--- src/rtl/tx_ram_ctrl.sv ---
// ---------------------------------------------------------------------------
// tx_ram_ctrl
//
// FIFO controller for the 16x70 distributed SDP TX RAM used as the transmit
// elastic buffer of the raw 10G link. It sits between the framer (upstream
// valid/ready) and the PCS TX gearbox feed (downstream valid/ready), and owns
// the RAM write/read ports, the pointers, occupancy and flush. The RAM lives
// outside this block; its read data is combinational from ram_rd_addr.
//
// Ports:
//   clk, rst_n         single clock, asynchronous active-low reset
//   flush              synchronous clear: pointers to 0, output stage emptied
//   s_valid/s_ready/s_data   upstream word interface
//   m_valid/m_ready/m_data   downstream word interface
//   ram_wr_en/ram_wr_addr/ram_wr_data   RAM write port
//   ram_rd_addr/ram_rd_data             RAM read port
//   level              words held in the RAM (wr_ptr - rd_ptr)
//   almost_full        registered, high while level >= AFULL_THRESH
//
// Build option:
//   TX_RAM_CTRL_OUT_REG_EN  adds a one-word output register after the RAM
//                           read (m_valid/m_data registered, 2-cycle latency).
// ---------------------------------------------------------------------------
module tx_ram_ctrl #(
  parameter int ADDR_WIDTH   = 4,
  parameter int DATA_WIDTH   = 70,
  parameter int AFULL_THRESH = 12
) (
  input  logic                  clk,
  input  logic                  rst_n,
  input  logic                  flush,
  input  logic                  s_valid,
  output logic                  s_ready,
  input  logic [DATA_WIDTH-1:0] s_data,
  output logic                  m_valid,
  input  logic                  m_ready,
  output logic [DATA_WIDTH-1:0] m_data,
  output logic                  ram_wr_en,
  output logic [ADDR_WIDTH-1:0] ram_wr_addr,
  output logic [DATA_WIDTH-1:0] ram_wr_data,
  output logic [ADDR_WIDTH-1:0] ram_rd_addr,
  input  logic [DATA_WIDTH-1:0] ram_rd_data,
  output logic [ADDR_WIDTH:0]   level,
  output logic                  almost_full
);

  localparam int PW = ADDR_WIDTH + 1;
  localparam logic [PW-1:0] AFULL_LVL = PW'(AFULL_THRESH);

  logic [PW-1:0] wr_ptr, rd_ptr;
  logic [PW-1:0] wr_ptr_nxt, rd_ptr_nxt, level_nxt;
  logic          empty, full, push, rd_adv;

  // One extra pointer bit distinguishes full (MSBs differ) from empty.
  assign empty = (wr_ptr == rd_ptr);
  assign full  = (wr_ptr[ADDR_WIDTH] != rd_ptr[ADDR_WIDTH]) &&
                 (wr_ptr[ADDR_WIDTH-1:0] == rd_ptr[ADDR_WIDTH-1:0]);

  // No write-through when full: s_ready ignores a same-cycle pop so the
  // ready path stays short and the head slot is never overwritten.
  assign s_ready     = !full && !flush;
  assign push        = s_valid && s_ready;
  assign ram_wr_en   = push;
  assign ram_wr_addr = wr_ptr[ADDR_WIDTH-1:0];
  assign ram_wr_data = s_data;
  assign ram_rd_addr = rd_ptr[ADDR_WIDTH-1:0];
  assign level       = wr_ptr - rd_ptr;

`ifdef TX_RAM_CTRL_OUT_REG_EN
  logic                  m_valid_q;
  logic [DATA_WIDTH-1:0] m_data_q;
  logic                  load;

  // Refill the output register whenever it is empty or being drained.
  assign load    = !empty && (!m_valid_q || m_ready) && !flush;
  assign rd_adv  = load;
  assign m_valid = m_valid_q;
  assign m_data  = m_data_q;

  always_ff @(posedge clk or negedge rst_n) begin
    if (!rst_n) begin
      m_valid_q <= 1'b0;
      m_data_q  <= '0;
    end else if (flush) begin
      // Only the valid flag is cleared; stale data is harmless once invalid.
      m_valid_q <= 1'b0;
    end else if (load) begin
      m_valid_q <= 1'b1;
      m_data_q  <= ram_rd_data;
    end else if (m_ready) begin
      m_valid_q <= 1'b0;
    end
  end
`else
  // Head word is presented straight from the RAM; a push into an empty
  // buffer becomes visible only after the write edge (no bypass).
  assign m_valid = !empty;
  assign m_data  = ram_rd_data;
  assign rd_adv  = m_valid && m_ready && !flush;
`endif

  // NOTE: every always_comb output gets a default first so no latch is inferred.
  always_comb begin
    wr_ptr_nxt = wr_ptr;
    rd_ptr_nxt = rd_ptr;
    if (flush) begin
      wr_ptr_nxt = '0;
      rd_ptr_nxt = '0;
    end else begin
      if (push)   wr_ptr_nxt = wr_ptr + PW'(1);
      if (rd_adv) rd_ptr_nxt = rd_ptr + PW'(1);
    end
    level_nxt = wr_ptr_nxt - rd_ptr_nxt;
  end

  // almost_full is computed from the next-state level so it moves in the
  // same cycle as level while still being a clean register output.
  // NOTE: sequential state uses non-blocking assignments only.
  // NOTE: the RAM array is external and is deliberately never cleared;
  //       resetting the pointers is enough to discard its contents.
  always_ff @(posedge clk or negedge rst_n) begin
    if (!rst_n) begin
      wr_ptr      <= '0;
      rd_ptr      <= '0;
      almost_full <= 1'b0;
    end else begin
      wr_ptr      <= wr_ptr_nxt;
      rd_ptr      <= rd_ptr_nxt;
      almost_full <= (level_nxt >= AFULL_LVL);
    end
  end

endmodule

--- config.mk ---
export PLATFORM = sky130hd
export DESIGN_NAME = tx_ram_ctrl
export DESIGN_NICKNAME = d
export VERILOG_FILES = /design/src/rtl/tx_ram_ctrl.sv
export SDC_FILE = /design/constraint.sdc
export NUM_CORES = 1
export LEC_CHECK = 0
export CAP_MARGIN = 15
export CORE_AREA = 2 2 118 120
export CTS_CLUSTER_SIZE = 20
export DETAILED_ROUTE_END_ITERATION = 7
export DIE_AREA = 0 0 120 122
export PLACE_DENSITY = 0.57
export SLEW_MARGIN = 30
export SYNTH_ARGS = -nofsm -noshare
export SYNTH_HDL_FRONTEND = slang
export SYNTH_SLANG_ARGS = --single-unit
--- constraint.sdc ---
create_clock -name clk -period 3.33 [get_ports clk]
set_input_delay 0.4995 -clock clk [delete_from_list [all_inputs] [get_ports clk]]
set_output_delay 0.4995 -clock clk [all_outputs]
set_load 0.05 [all_outputs]
==> results.md, run 1 <==
* Status: complete, no violations
* Fin crit share at 93.6%
* Initial Util at 15.5%
* Number of global-route vias before repair at 1,080
* Async SR Flop Fraction at 100%
* Hold Vio Cnt, Final at 0
* Height of the die at 122 um
* Layout Area Growth over Synthesis at -27.0%
* Grt ovf at 0
* Root Driver: clkbuf_16
* Max-Cap Viols at 0
* PD cells at 449 mW/mm^2
* Row Count at 43
* Post-synth EDFFs at 0
* Syn_area_per_cell at 8.13 sq um
* Max-slew headroom at 61.8%
* Largest net degree at the start of global routing at 19
* # nets final at 294
* IO Count at 302
* Num CTS Buffers at 3
* Worst Skew at 0.00268 ns
* Post-Syn Instances at 257
* Combinational family with the most area after synthesis: buffers and inverters
* Worst vdd ir at 0.125 mV
* Final TNS setup at 0 ns
* Required time of the critical path at 2.83 ns
* Port bufs at 21
* Adder-Cell Fraction of Synth Area at 7.90%
* Worst Path Max Fanout at 5
* Htree depth at 1
* Syn Std Cell Area at 0.00209 sq mm
* CTS tree: built
* Tot GR Track Use at 6.11%
* Final HPWL DP at 3.80 mm
* Setup-failing EPs final at 0
* Antenna cells at 0
* Post-synthesis xor/xnor area fraction at 5.81%
* Core Footprint at 0.0135 sq mm
* Drt wl/cell at 14.1 um
* Setup crit start kind: register
* Placer Congestion at 0.803
* Worst-margin pin slew at 0.572 ns
* First-pass GRT wire length at 6.62 mm
* Die area at 0.0146 sq mm
* WS Path Type: register to output pin
* Worst setup EP type: output pin
* Routed vias/inst at 3.07
* CTS clock-pin slew for the worst setup and hold paths at 0.04 ns
* Syn_nets at 414
* DRT Pass-1 Iters at 4
* Remaining antenna violation count at 0
* Worst skew pair latency at 0.24 ns
* Leak pwr at 0.606 nW
* Mux share of post-synthesis cell area at 1.98%
* Synth warn at 0
* Final worst path period need at 3.12 ns
* DR vias at 970
* Initial antenna violation count at 0
* Worst hold slack at 0.630 ns
* Total Wirelength at 4.47 mm
* Max Clk Rate at 0.321 GHz
* # clock sinks at 11
* Hold Path Class: input pin to async pin
* Synth Area in Compound Gates at 5.57%
* Die span in x at 120 um
* Longest Clk Path Bufs at 2
* Register area share after synthesis at 13.2%
* Yosys reg bits at 11
* Primary FF master, synth: dfrtp_1
* DRC Markers at 0
* Hold_buf cts at 0
* RSZ-0062 raised after global routing: false
* Distinct cells, synth at 33
* Synth Area in Simple Gates at 8.86%
* Share of cells above drive strength 1 at 15.4%
* Drt first-iter violations at 22
* Number of max-slew violations in the final report at 0
* Arr. time, crit path at 2.62 ns
[final timing paths]
| path | from | endpoint | slack, ns | cells after the start |
|---|---|---|---|---|
| max | wr_ptr[0]$_DFF_PN0_ | level[4] | 0.21 | 8 |
| min | rst_n | rd_ptr[1]$_DFF_PN0_ | 0.63 | 1 |
| max reg2reg | wr_ptr[0]$_DFF_PN0_ | almost_full$_DFF_PN0_ | 0.29 | 14 |
| min reg2reg | wr_ptr[4]$_DFF_PN0_ | wr_ptr[4]$_DFF_PN0_ | 0.71 | 2 |
| max in group asynchronous | rst_n | almost_full$_DFF_PN0_ | 2.32 | 1 |
| min in group clk | wr_ptr[4]$_DFF_PN0_ | wr_ptr[4]$_DFF_PN0_ | 0.71 | 2 |
[repair_timing]
action	4_1_cts	5_1_grt
setup endpoints to repair	0	1
setup buffers	0	1
resized for setup	0	1
[metal layers]
metal	up-vias	GRT usage [%]	routed length, um
li1	417	-	-
met1	438	5.54	1390
met2	63	9.30	2000
met3	52	3.56	707
met4	0	6.25	367
met5	-	0	0
[metrics by stage]
stage	util [%]	setup slack, ns	power (mW)	instance area [sq um]	std cells
6_report	11.3	0.214	0.685	1530	316
5_1_grt	11.3	0.000228	0.727	1530	316
4_1_cts	11.2	0.189	0.696	1520	315
3_5_place_dp	10.6	0.167	0.470	1440	311
3_3_place_gp	10.6	0.210	0.468	1440	311
2_1_floorplan	-	0.0259	0.836	2100	257
[cells in the final DEF (no fill, tap or decap), types with 2 or more instances in the layout]
cell | Yosys | routed
nand3_1 | 3 | 3
buf_4 | 148 | 8
nand2_1 | 3 | 2
clkbuf_16 | 0 | 3
inv_1 | 13 | 13
a21o_1 | 2 | 2
ha_1 | 10 | 9
nor2_1 | 12 | 12
nand4_1 | 3 | 3
xnor2_1 | 8 | 8
mux2i_1 | 3 | 3
a21oi_1 | 8 | 8
dfrtp_1 | 11 | 11
and3_1 | 2 | 2
xor2_1 | 4 | 4
nor2b_1 | 3 | 3
o21ai_0 | 3 | 3
or2_2 | 2 | 2
clkdlybuf4s50_1 | 0 | 19
or2_1 | 2 | 2
[cell type report]
type,count,area (sq um)
inverter,13,48.8
clock buffer,4,78.8
fill,1540,12000
tap,180,225
multi-input combinational,81,647
sequential,11,275
timing repair buffer,27,250
[critical path, stage by stage, from the launching register on]
cell and delay (ns):
dfrtp_1 0.42, inv_1 0.07, ha_1 0.23, fa_1 0.42, inv_1 0.07, a21o_2 0.11
a21oi_1 0.07, xnor2_1 0.16, clkdlybuf4s50_1 0.82
[synthesized netlist by cell type, types with 3 or more instances]
cell type | instances | area, sq um
a21oi_1 | 8 | 40.0
nand3_1 | 3 | 15.0
nor2b_1 | 3 | 18.8
xor2_1 | 4 | 35.0
inv_1 | 13 | 48.8
nor2_1 | 12 | 45.0
xnor2_1 | 8 | 70.1
buf_4 | 148 | 1110
nand2_1 | 3 | 11.3
o21ai_0 | 3 | 15.0
dfrtp_1 | 11 | 275
nand4_1 | 3 | 18.8
mux2i_1 | 3 | 30.0
ha_1 | 10 | 125
[registers in the layout, indices dropped and copies added, names as in the netlist]
register	flops
rd_ptr	5
almost_full	1
wr_ptr	5
[logic make-up after synthesis]
| family | count (synthesis) |
|---|---|
| compound gates | 17 |
| xor+xnor | 13 |
| fa+ha+maj | 12 |
| buf+inv | 165 |
| flops | 11 |
| mux | 4 |
| simple gates | 35 |
[power by group]
part / switching (mW) / internal [mW] / total [mW] / leakage [nW]
combinational: 0.203 / 0.111 / 0.314 / 0.416
sequential: 0.00893 / 0.143 / 0.152 / 0.152
clock: 0.0583 / 0.161 / 0.219 / 0.0382
total: 0.270 / 0.415 / 0.685 / 0.606
Power figures use the tool's default switching activity.
==> inputs of run 2 (changes only) <==
--- a/config.mk
+++ b/config.mk
@@ -11,6 +11,7 @@
 export DETAILED_ROUTE_END_ITERATION = 7
 export DIE_AREA = 0 0 120 122
 export PLACE_DENSITY = 0.57
+export SETUP_SLACK_MARGIN = 0.1
 export SLEW_MARGIN = 30
 export SYNTH_ARGS = -nofsm -noshare
 export SYNTH_HDL_FRONTEND = slang
==> run 2 against run 1 <==
Compared with the run above:
- cell count up 0.63%
- register-to-register slack better by 0.03 ns
- count of clock-buffer cells in the layout unchanged
- largest cell class unchanged
- flip-flop and latch count unchanged
- critical path depth unchanged
- die area unchanged
- setup slack better by 0.077 ns
==> results.md, run 2 (synthesis gave the netlist of run 1 again) <==
* Number of max-slew violations in the final report at 0 (unchanged)
* Largest net degree at the start of global routing at 19 (unchanged)
* Most frequent cells in the layout: 19 x clkdlybuf4s50_1, 11 x nor2_1, 11 x dfrtp_1, 10 x inv_1, 10 x buf_4
* Die span in x at 120 um (unchanged)
* # nets final at 296 (+0.68%)
* Die area at 0.0146 sq mm (unchanged)
* Longest Clk Path Bufs at 2 (unchanged)
* DR vias at 1,017 (+4.8%)
* Initial antenna violation count at 0 (unchanged)
* Arr. time, crit path at 2.54 ns (-0.08 ns)
* RSZ-0062 raised after global routing: false
* Drt first-iter violations at 44 (+100%)
* Fin crit share at 91.3% (-2.3 points)
* Max-Cap Viols at 0 (unchanged)
* Status: complete, no violations
* Worst Path Max Fanout at 4 (-1)
* First-pass GRT wire length at 6.52 mm (-1.6%)
* CTS tree: built
* CTS clock-pin slew for the worst setup and hold paths at 0.04 ns (about the same)
* Worst-margin pin slew at 0.531 ns (-0.0407 ns)
* Worst setup margin at 0.291 ns (+0.0766 ns)
* RR Endpoint: almost_full$_DFF_PN0_
* Max Clk Rate at 0.329 GHz (+2.5%)
* Largest regs: rd_ptr (5), wr_ptr (5), almost_full (1)
* Share of cells above drive strength 1 at 21.7% (+6.3 points)
* Initial Util at 15.5% (unchanged)
* PD cells at 451 mW/mm^2 (+0.43%)
* Final TNS setup at 0 ns (unchanged)
* Drt wl/cell at 14.2 um (+0.55%)
* Core Footprint at 0.0135 sq mm (unchanged)
* Slack of the worst reg-to-reg path at 0.32 ns (+0.03 ns)
* Required time of the critical path at 2.83 ns (about the same)
* Number of global-route vias before repair at 1,059 (-1.9%)
* Most common cell after layout, fill and taps aside: clkdlybuf4s50_1
* Max-slew headroom at 64.5% (+2.7 points)
* DRT Pass-1 Iters at 4 (unchanged)
* Tot GR Track Use at 6.14% (+0.028 points)
* Worst Skew at 0.000273 ns (-0.00241 ns)
* Hold_buf cts at 0 (unchanged)
* Remaining antenna violation count at 0 (unchanged)
* Setup-failing EPs final at 0 (unchanged)
* DRC Markers at 0 (unchanged)
* Final Instance Area at 0.00156 sq mm (+2.5%)
* Reg2Reg Launch Point: rd_ptr[2]$_DFF_PN0_
* Worst setup EP type: output pin
* Num CTS Buffers at 3 (unchanged)
* DP Area at 0.00147 sq mm (+2.4%)
* Antenna cells at 0 (unchanged)
* Final worst path period need at 3.04 ns (-0.0766 ns)
* Root Driver: clkbuf_16
* # clock sinks at 11 (unchanged)
* Worst skew pair latency at 0.24 ns (about the same)
* Grt ovf at 0 (unchanged)
* Layout Area Growth over Synthesis at -25.2%
* Reg2Reg Depth at 14 (unchanged)
* Routed vias/inst at 3.20 (+4.2%)
* Row Count at 43 (unchanged)
* Dpl ws at 0.231 ns (+0.0638 ns)
* Placer Congestion at 0.760 (-5.5%)
* Final HPWL DP at 3.93 mm (+3.3%)
* Hold Vio Cnt, Final at 0 (unchanged)
* WS Path Type: register to output pin
* Total Wirelength at 4.52 mm (+1.2%)
* Worst vdd ir at 0.118 mV (-5.9%)
* Port bufs at 21 (unchanged)
* IO Count at 302 (unchanged)
* Height of the die at 122 um (unchanged)
* Leak pwr at 0.620 nW (+2.3%)
* Hold Path Class: input pin to async pin
* Setup crit start kind: register
* Htree depth at 1 (unchanged)
run 2: cell count changes in the layout (fill, tap and decap cells not counted), moves of 2 or more:
cell     previous run  this run
ha_1                9         7
buf_4               8        10
inv_2               0         3
o21ai_0             3         1
inv_1              13        10
o21ai_1             0         2
run 2: worst max-delay path by stage:
stage	from	end	slack (ns)
6_report	wr_ptr[1]$_DFF_PN0_	level[4]	0.29
5_1_grt	rd_ptr[0]$_DFF_PN0_	almost_full$_DFF_PN0_	0.10
4_1_cts	wr_ptr[1]$_DFF_PN0_	level[4]	0.27
3_5_place_dp	flush	almost_full$_DFF_PN0_	0.23
3_3_place_gp	flush	almost_full$_DFF_PN0_	0.30
2_1_floorplan	wr_ptr[0]$_DFF_PN0_	almost_full$_DFF_PN0_	0.05
run 2: cell type report:
class,instances,area (sq um)
clock buffers,4,78.8
fillers,1522,11900
repair buffers,29,265
well taps,180,225
flip-flops and latches,11,275
inverters,13,48.8
multi-input cells,81,669
run 2: where the power goes:
part	total (mW)	internal (mW)	leakage [nW]	switching (mW)
Combinational	0.334	0.120	0.430	0.214
Clock	0.223	0.161	0.0382	0.0624
Sequential	0.148	0.143	0.152	0.00473
run 2: metrics by stage:
stage | instances | power, mW | hold slack, ns | utilization [%]
after floorplan | 257 | 0.841 | 0.204 | -
after global placement | 313 | 0.478 | 0.681 | 10.9
after detailed placement | 313 | 0.481 | 0.680 | 10.9
after CTS | 317 | 0.703 | 0.624 | 11.5
after global routing | 318 | 0.741 | 0.646 | 11.6
final | 318 | 0.705 | 0.597 | 11.6
run 2: repair_timing:
action                                  in CTS  in global routing
buffers inserted                             0                  1
gates resized for setup                      0                  4
endpoints found under the setup margin       0                  1
run 2: worst max-delay path, stage by stage, from the launching register on:
cell and delay [ns]:
dfrtp_1 0.37, buf_4 0.16, inv_1 0.15, fa_1 0.24, inv_1 0.05, a21o_2 0.18
a21oi_1 0.18, xnor2_1 0.14, clkdlybuf4s50_1 0.84
run 2: metal layers:
metal | track usage [%] | part of all wire, % | up-vias
met5 | 0 | 0 | -
met1 | 5.60 | 31 | 474
met3 | 3.00 | 13 | 50
met4 | 5.51 | 7.6 | 0
met2 | 10.1 | 48 | 75
li1 | - | - | 418
==> RTL edit 1 (config.mk and constraints of run 1) <==
Add a define of `TX_RAM_CTRL_OUT_REG_EN`.
--- a/src/rtl/tx_ram_ctrl.sv
+++ b/src/rtl/tx_ram_ctrl.sv
@@ -22,4 +22,6 @@
 //                           read (m_valid/m_data registered, 2-cycle latency).
 // ---------------------------------------------------------------------------
+`define TX_RAM_CTRL_OUT_REG_EN
+
 module tx_ram_ctrl #(
   parameter int ADDR_WIDTH   = 4,
Behaviour: not the same (Yosys sat finds a counterexample within 4 cycles, from zero or initial values and one cycle with rst_n low).
==> RTL edit 1 against run 1 <==
- sequential share of layout area rose by 16 points
- combinational power increased to 14 times the old value
- sequential cell count grew 71
- fmax fell by 1.3%
- global-route usage rose by 7.8 points
- synthesized cell count rose by 32%
- routed wire length rose by 120%
- final area grew to 4.0 times the old value
- area after synthesis rose by 120%
- first-iteration DRC count rose to 4.4 times the old value
- largest power group unchanged
- worst setup slack got worse by 0.040 ns
- count of clock-buffer cells in the layout rose by 6
- total power grew to 11 times the old value
==> RTL edit 1: results (changes against run 1) <==
Place
  • Routability cong.: 0.757 (-5.7%)
  • DP Area: 5750 sq um (+300%)
  • Place WS: 0.202 ns (+0.0346 ns)
  • DP HPWL: 7280 um (+91%)

Layout
  • Filler cells: 1196 (-22%)
  • Clock tree cell share of total cell area: 4.75% (-0.42 points)
  • Register area: 2050 sq um (+650%)
  • Multi-input comb cells: 154 (+90%)
  • Clock buffers: 10 (+6)
  • Share of cells above drive strength 1: 26.3% (+11 points)
  • Final nets: 589 (+100%)
  • Final non-clock buffer share: 28.1% (+12 points)
  • Multi-input combinational cell area: 1740 sq um (+170%)
  • Non-clock buffers: 172 (+540%)

Synth
  • Synth unique cells: 37 (+12%)
  • Synth cell count leaders: dfrtp_1 (82), buf_4 (79), mux2_4 (70)
  • Synth area leaders: dfrtp_1 (45%), mux2_4 (23%), buf_4 (13%), buf_12 (3.5%), ha_1 (2.7%)
  • #FFs+latches synth: 82 (+71)
  • Mapped Nets: 496 (+20%)
  • Top-count cell post-synth: dfrtp_1
  • Sequential-to-total area share from yosys stat: 44.8% (+32 points)

Clock network
  • Reg clk slew, reported paths: 0.07 ns (+0.03 ns)
  • Clk_lat worst skew: 0.34 ns (+0.10 ns)
  • H-tree depth: 3 (+2)
  • Num CTS Buffers: 9 (+6)

Critical path
  • Path depth of the worst reg2reg path: 13 (-1)
  • CP peak stage delay: 0.84 ns (+0.02 ns)

Power and ir drop
  • P_leak: 2.60 nW (+330%)

Global route
  • Largest net degree at the start of global routing: 65 (+46)
  • Vias in the first global route: 2801 (+160%)

Timing
  • Final setup skew: 0.0113 ns (+0.00863 ns)
  • Least-Margin Pin Slew: 0.814 ns (+0.243 ns)

Run status
  • Status: finished, final reports clean

Routing
  • Via density: 4.38 (+43%)
RTL edit 1: cells by family after synthesis:
family	count (synthesis)	synth area share (%)
adder cells (fa/ha/maj)	12	3.61
XOR/XNOR	13	2.65
AO/OA/AOI/OAI	20	3.17
AND/OR/NAND/NOR	36	4.32
multiplexers	73	23.6
buffers and inverters	103	17.8
flip-flops	82	44.8
RTL edit 1: power by group:
part / leakage [nW] / internal [mW] / switching (mW)
Clock: 0.132 / 0.532 / 0.421
Sequential: 0.984 / 1.47 / 0.253
Combinational: 1.49 / 1.91 / 2.61
Total: 2.60 / 3.91 / 3.28
RTL edit 1: worst paths after layout:
| path | startpoint | to | slack, ns |
|---|---|---|---|
| min in group clk | m_data[36]$_DFFE_PN0P_ | m_data[36]$_DFFE_PN0P_ | 0.51 |
| min | rst_n | m_data[41]$_DFFE_PN0P_ | 0.22 |
| max in group asynchronous | rst_n | wr_ptr[0]$_DFF_PN0_ | 2.35 |
| min reg2reg | m_data[36]$_DFFE_PN0P_ | m_data[36]$_DFFE_PN0P_ | 0.51 |
| max | wr_ptr[0]$_DFF_PN0_ | level[4] | 0.17 |
| max reg2reg | wr_ptr[1]$_DFF_PN0_ | almost_full$_DFF_PN0_ | 0.23 |
RTL edit 1: metal layers:
| metal | GRT usage (%) | vias up | routed length (um) | share of wire, % |
|---|---|---|---|---|
| li1 | - | 1239 | - | - |
| met4 | 8.53 | 0 | 334 | 3.3 |
| met3 | 4.12 | 41 | 786 | 7.8 |
| met1 | 17.1 | 1304 | 4240 | 42 |
| met5 | 0 | - | 0 | 0 |
| met2 | 21.5 | 117 | 4660 | 46 |
RTL edit 1: per-stage QoR:
step	utilization [%]	instances
2_1_floorplan	-	339
3_3_place_gp	42.6	599
3_5_place_dp	42.6	599
4_1_cts	44.7	615
5_1_grt	44.9	617
6_report	44.9	617
==> RTL edit 2 (config.mk and constraints of run 1) <==
Without the edit above. Put a register stage on the output `level`. The value now appears one clock later. The other outputs are not delayed to match. Comments in the files are not updated.
--- a/src/rtl/tx_ram_ctrl.sv
+++ b/src/rtl/tx_ram_ctrl.sv
@@ -65,5 +65,7 @@
   assign ram_wr_data = s_data;
   assign ram_rd_addr = rd_ptr[ADDR_WIDTH-1:0];
-  assign level       = wr_ptr - rd_ptr;
+  always_ff @(posedge clk) begin
+    level <= wr_ptr - rd_ptr;
+  end
 
 `ifdef TX_RAM_CTRL_OUT_REG_EN
Formal check against the unedited RTL: not equivalent (Yosys sat finds a counterexample within 4 cycles, from zero or initial values and one cycle with rst_n low).
==> RTL edit 2 against run 1 <==
- sequential cell count rose by 5
- area after synthesis increased by 4.8%
- largest cell class unchanged
- worst setup slack lost 0.0035 ns
- routed wire length is 10% lower
- final area is 6.6% higher
- sequential share of layout area up 5.0 points
- total power grew 18%
- via count up 2.7%
==> RTL edit 2: results (changes against run 1) <==
Layout
  • Non-clock buffers: 26 (-3.7%)
  • Filler cells: 1517 (-1.5%)
  • Final nets: 298 (+1.4%)
  • Final non-clock buffer share: 14.9% (-1.5 points)
  • Clock tree cell share of total cell area: 5.47% (+0.30 points)
  • Biggest regs: level: 5 flops, rd_ptr: 5 flops, wr_ptr: 5 flops
  • Multi-input comb cells: 81 (unchanged)
  • Share of cells above drive strength 1: 14.3% (-1.2 points)
  • Multi-input combinational cell area: 644 sq um (-0.39%)
  • Register area: 375 sq um (+36%)

Synth
  • Synth area leaders: buf_4 (51%), dfrtp_1 (13%), ha_1 (5.7%), dfxtp_1 (4.6%), xnor2_1 (3.2%)
  • Sequential-to-total area share from yosys stat: 17.1% (+4.0 points)
  • Synth async-reset ratio: 68.8% (-31 points)
  • Synth cell count leaders: buf_4 (148), inv_1 (13), nor2_1 (12)
  • Mapped Avg Cell Area: 8.36 sq um (+2.8%)
  • Mapped Nets: 419 (+1.2%)
  • Synth unique cells: 34 (+3.0%)

Routing
  • Met2 wire length: 1960 um (-1.8%)
  • Drt pass-1 iters: 3 (-1)
  • M1 wire length: 1250 um (-10%)
  • Final Routed Wirelength: 4010 um (-10%)
  • Max layer used: met4
  • Initial DRC count: 35 (+59%)
  • Met3 routed WL: 476 um (-33%)
  • Vias post-DR: 996 (+2.7%)

Global route
  • Total GRT Usage: 5.20% (-0.91 points)
  • Grt met3 use: 2.76% (-0.80 points)
  • Initial antenna violation count: 0 (unchanged)
  • First-pass GRT wire length: 5870 um (-11%)
  • Vias in the first global route: 1063 (-1.6%)
  • GR Util met2: 8.98% (-0.32 points)
  • Grt met1 use: 4.40% (-1.1 points)

Critical path
  • CP peak stage delay: 0.44 ns (-0.38 ns)
  • R2R Setup Slk: 0.21 ns (-0.08 ns)
  • Slowest CP cell: dfrtp_1
  • Largest delay contributor family on the critical path: adder cells
  • Path depth of the worst reg2reg path: 13 (-1)
  • Crit Reg-Reg Startpoint: wr_ptr[3]$_DFF_PN0_
  • Crit-path max FO: 7 (+2)

Place
  • Routability cong.: 0.774 (-3.7%)
  • DP HPWL: 3340 um (-12%)
  • Port Buf Inserts: 21 (unchanged)

Power and ir drop
  • Worst-case vdd ir drop: 0.153 mV (+22%)
  • Net Sw Power: 0.293 mW (+8.6%)
  • Sequential share of power: 28.8% (+6.6 points)
  • Clk. pwr: 0.264 mW (+21%)
  • P_leak: 0.646 nW (+6.6%)

Timing
  • Final setup skew: 0.00166 ns (-0.00102 ns)
  • Hold slack: 0.624 ns (-0.00664 ns)
  • Slew headroom: 61.1% (-0.63 points)

Clock network
  • Sink Count: 16 (+5)
  • Num CTS Buffers: 3 (unchanged)
  • Resized Gates After CTS: 0 (unchanged)

Run status
  • Status: finished, final reports clean
RTL edit 2: changes by cell type in the layout (fill, tap and decap cells not counted):
| cell | before | now |
|---|---|---|
| nand2_2 | 1 | 0 |
| nand2_1 | 2 | 3 |
| clkbuf_1 | 1 | 0 |
| buf_4 | 8 | 7 |
| clkbuf_8 | 0 | 1 |
| dfxtp_1 | 0 | 5 |
RTL edit 2: logic make-up after synthesis:
group                    share of synthesized area, %
flip-flops                                       17.1
XOR/XNOR                                         5.54
AO/OA/AOI/OAI                                    5.31
multiplexers                                     1.89
AND/OR/NAND/NOR                                  8.46
buffers and inverters                            54.1
adder cells (fa/ha/maj)                          7.54
RTL edit 2: worst max-delay path by stage:
stage                                    from                     to  slack [ns]  cells past startpoint
after global placement                  flush  almost_full$_DFF_PN0_        0.28                     12
final                     wr_ptr[3]$_DFF_PN0_  almost_full$_DFF_PN0_        0.21                     13
after detailed placement                flush  almost_full$_DFF_PN0_        0.20                     12
after global routing      wr_ptr[3]$_DFF_PN0_  almost_full$_DFF_PN0_        0.02                     13
after CTS                 wr_ptr[3]$_DFF_PN0_  almost_full$_DFF_PN0_        0.21                     13
after floorplan           rd_ptr[1]$_DFF_PN0_  almost_full$_DFF_PN0_        0.03                     15
RTL edit 2: through the flow:
| stage | utilization, % | instance area [sq um] | power [mW] | setup WS, ns |
|---|---|---|---|---|
| after global routing | 12.0 | 1630 | 0.848 | 0.0155 |
| after CTS | 12.0 | 1630 | 0.816 | 0.208 |
| after global placement | 11.4 | 1540 | 0.548 | 0.278 |
| after floorplan | - | 2200 | 0.917 | 0.0259 |
| after detailed placement | 11.4 | 1540 | 0.549 | 0.195 |
| final | 12.0 | 1630 | 0.807 | 0.211 |
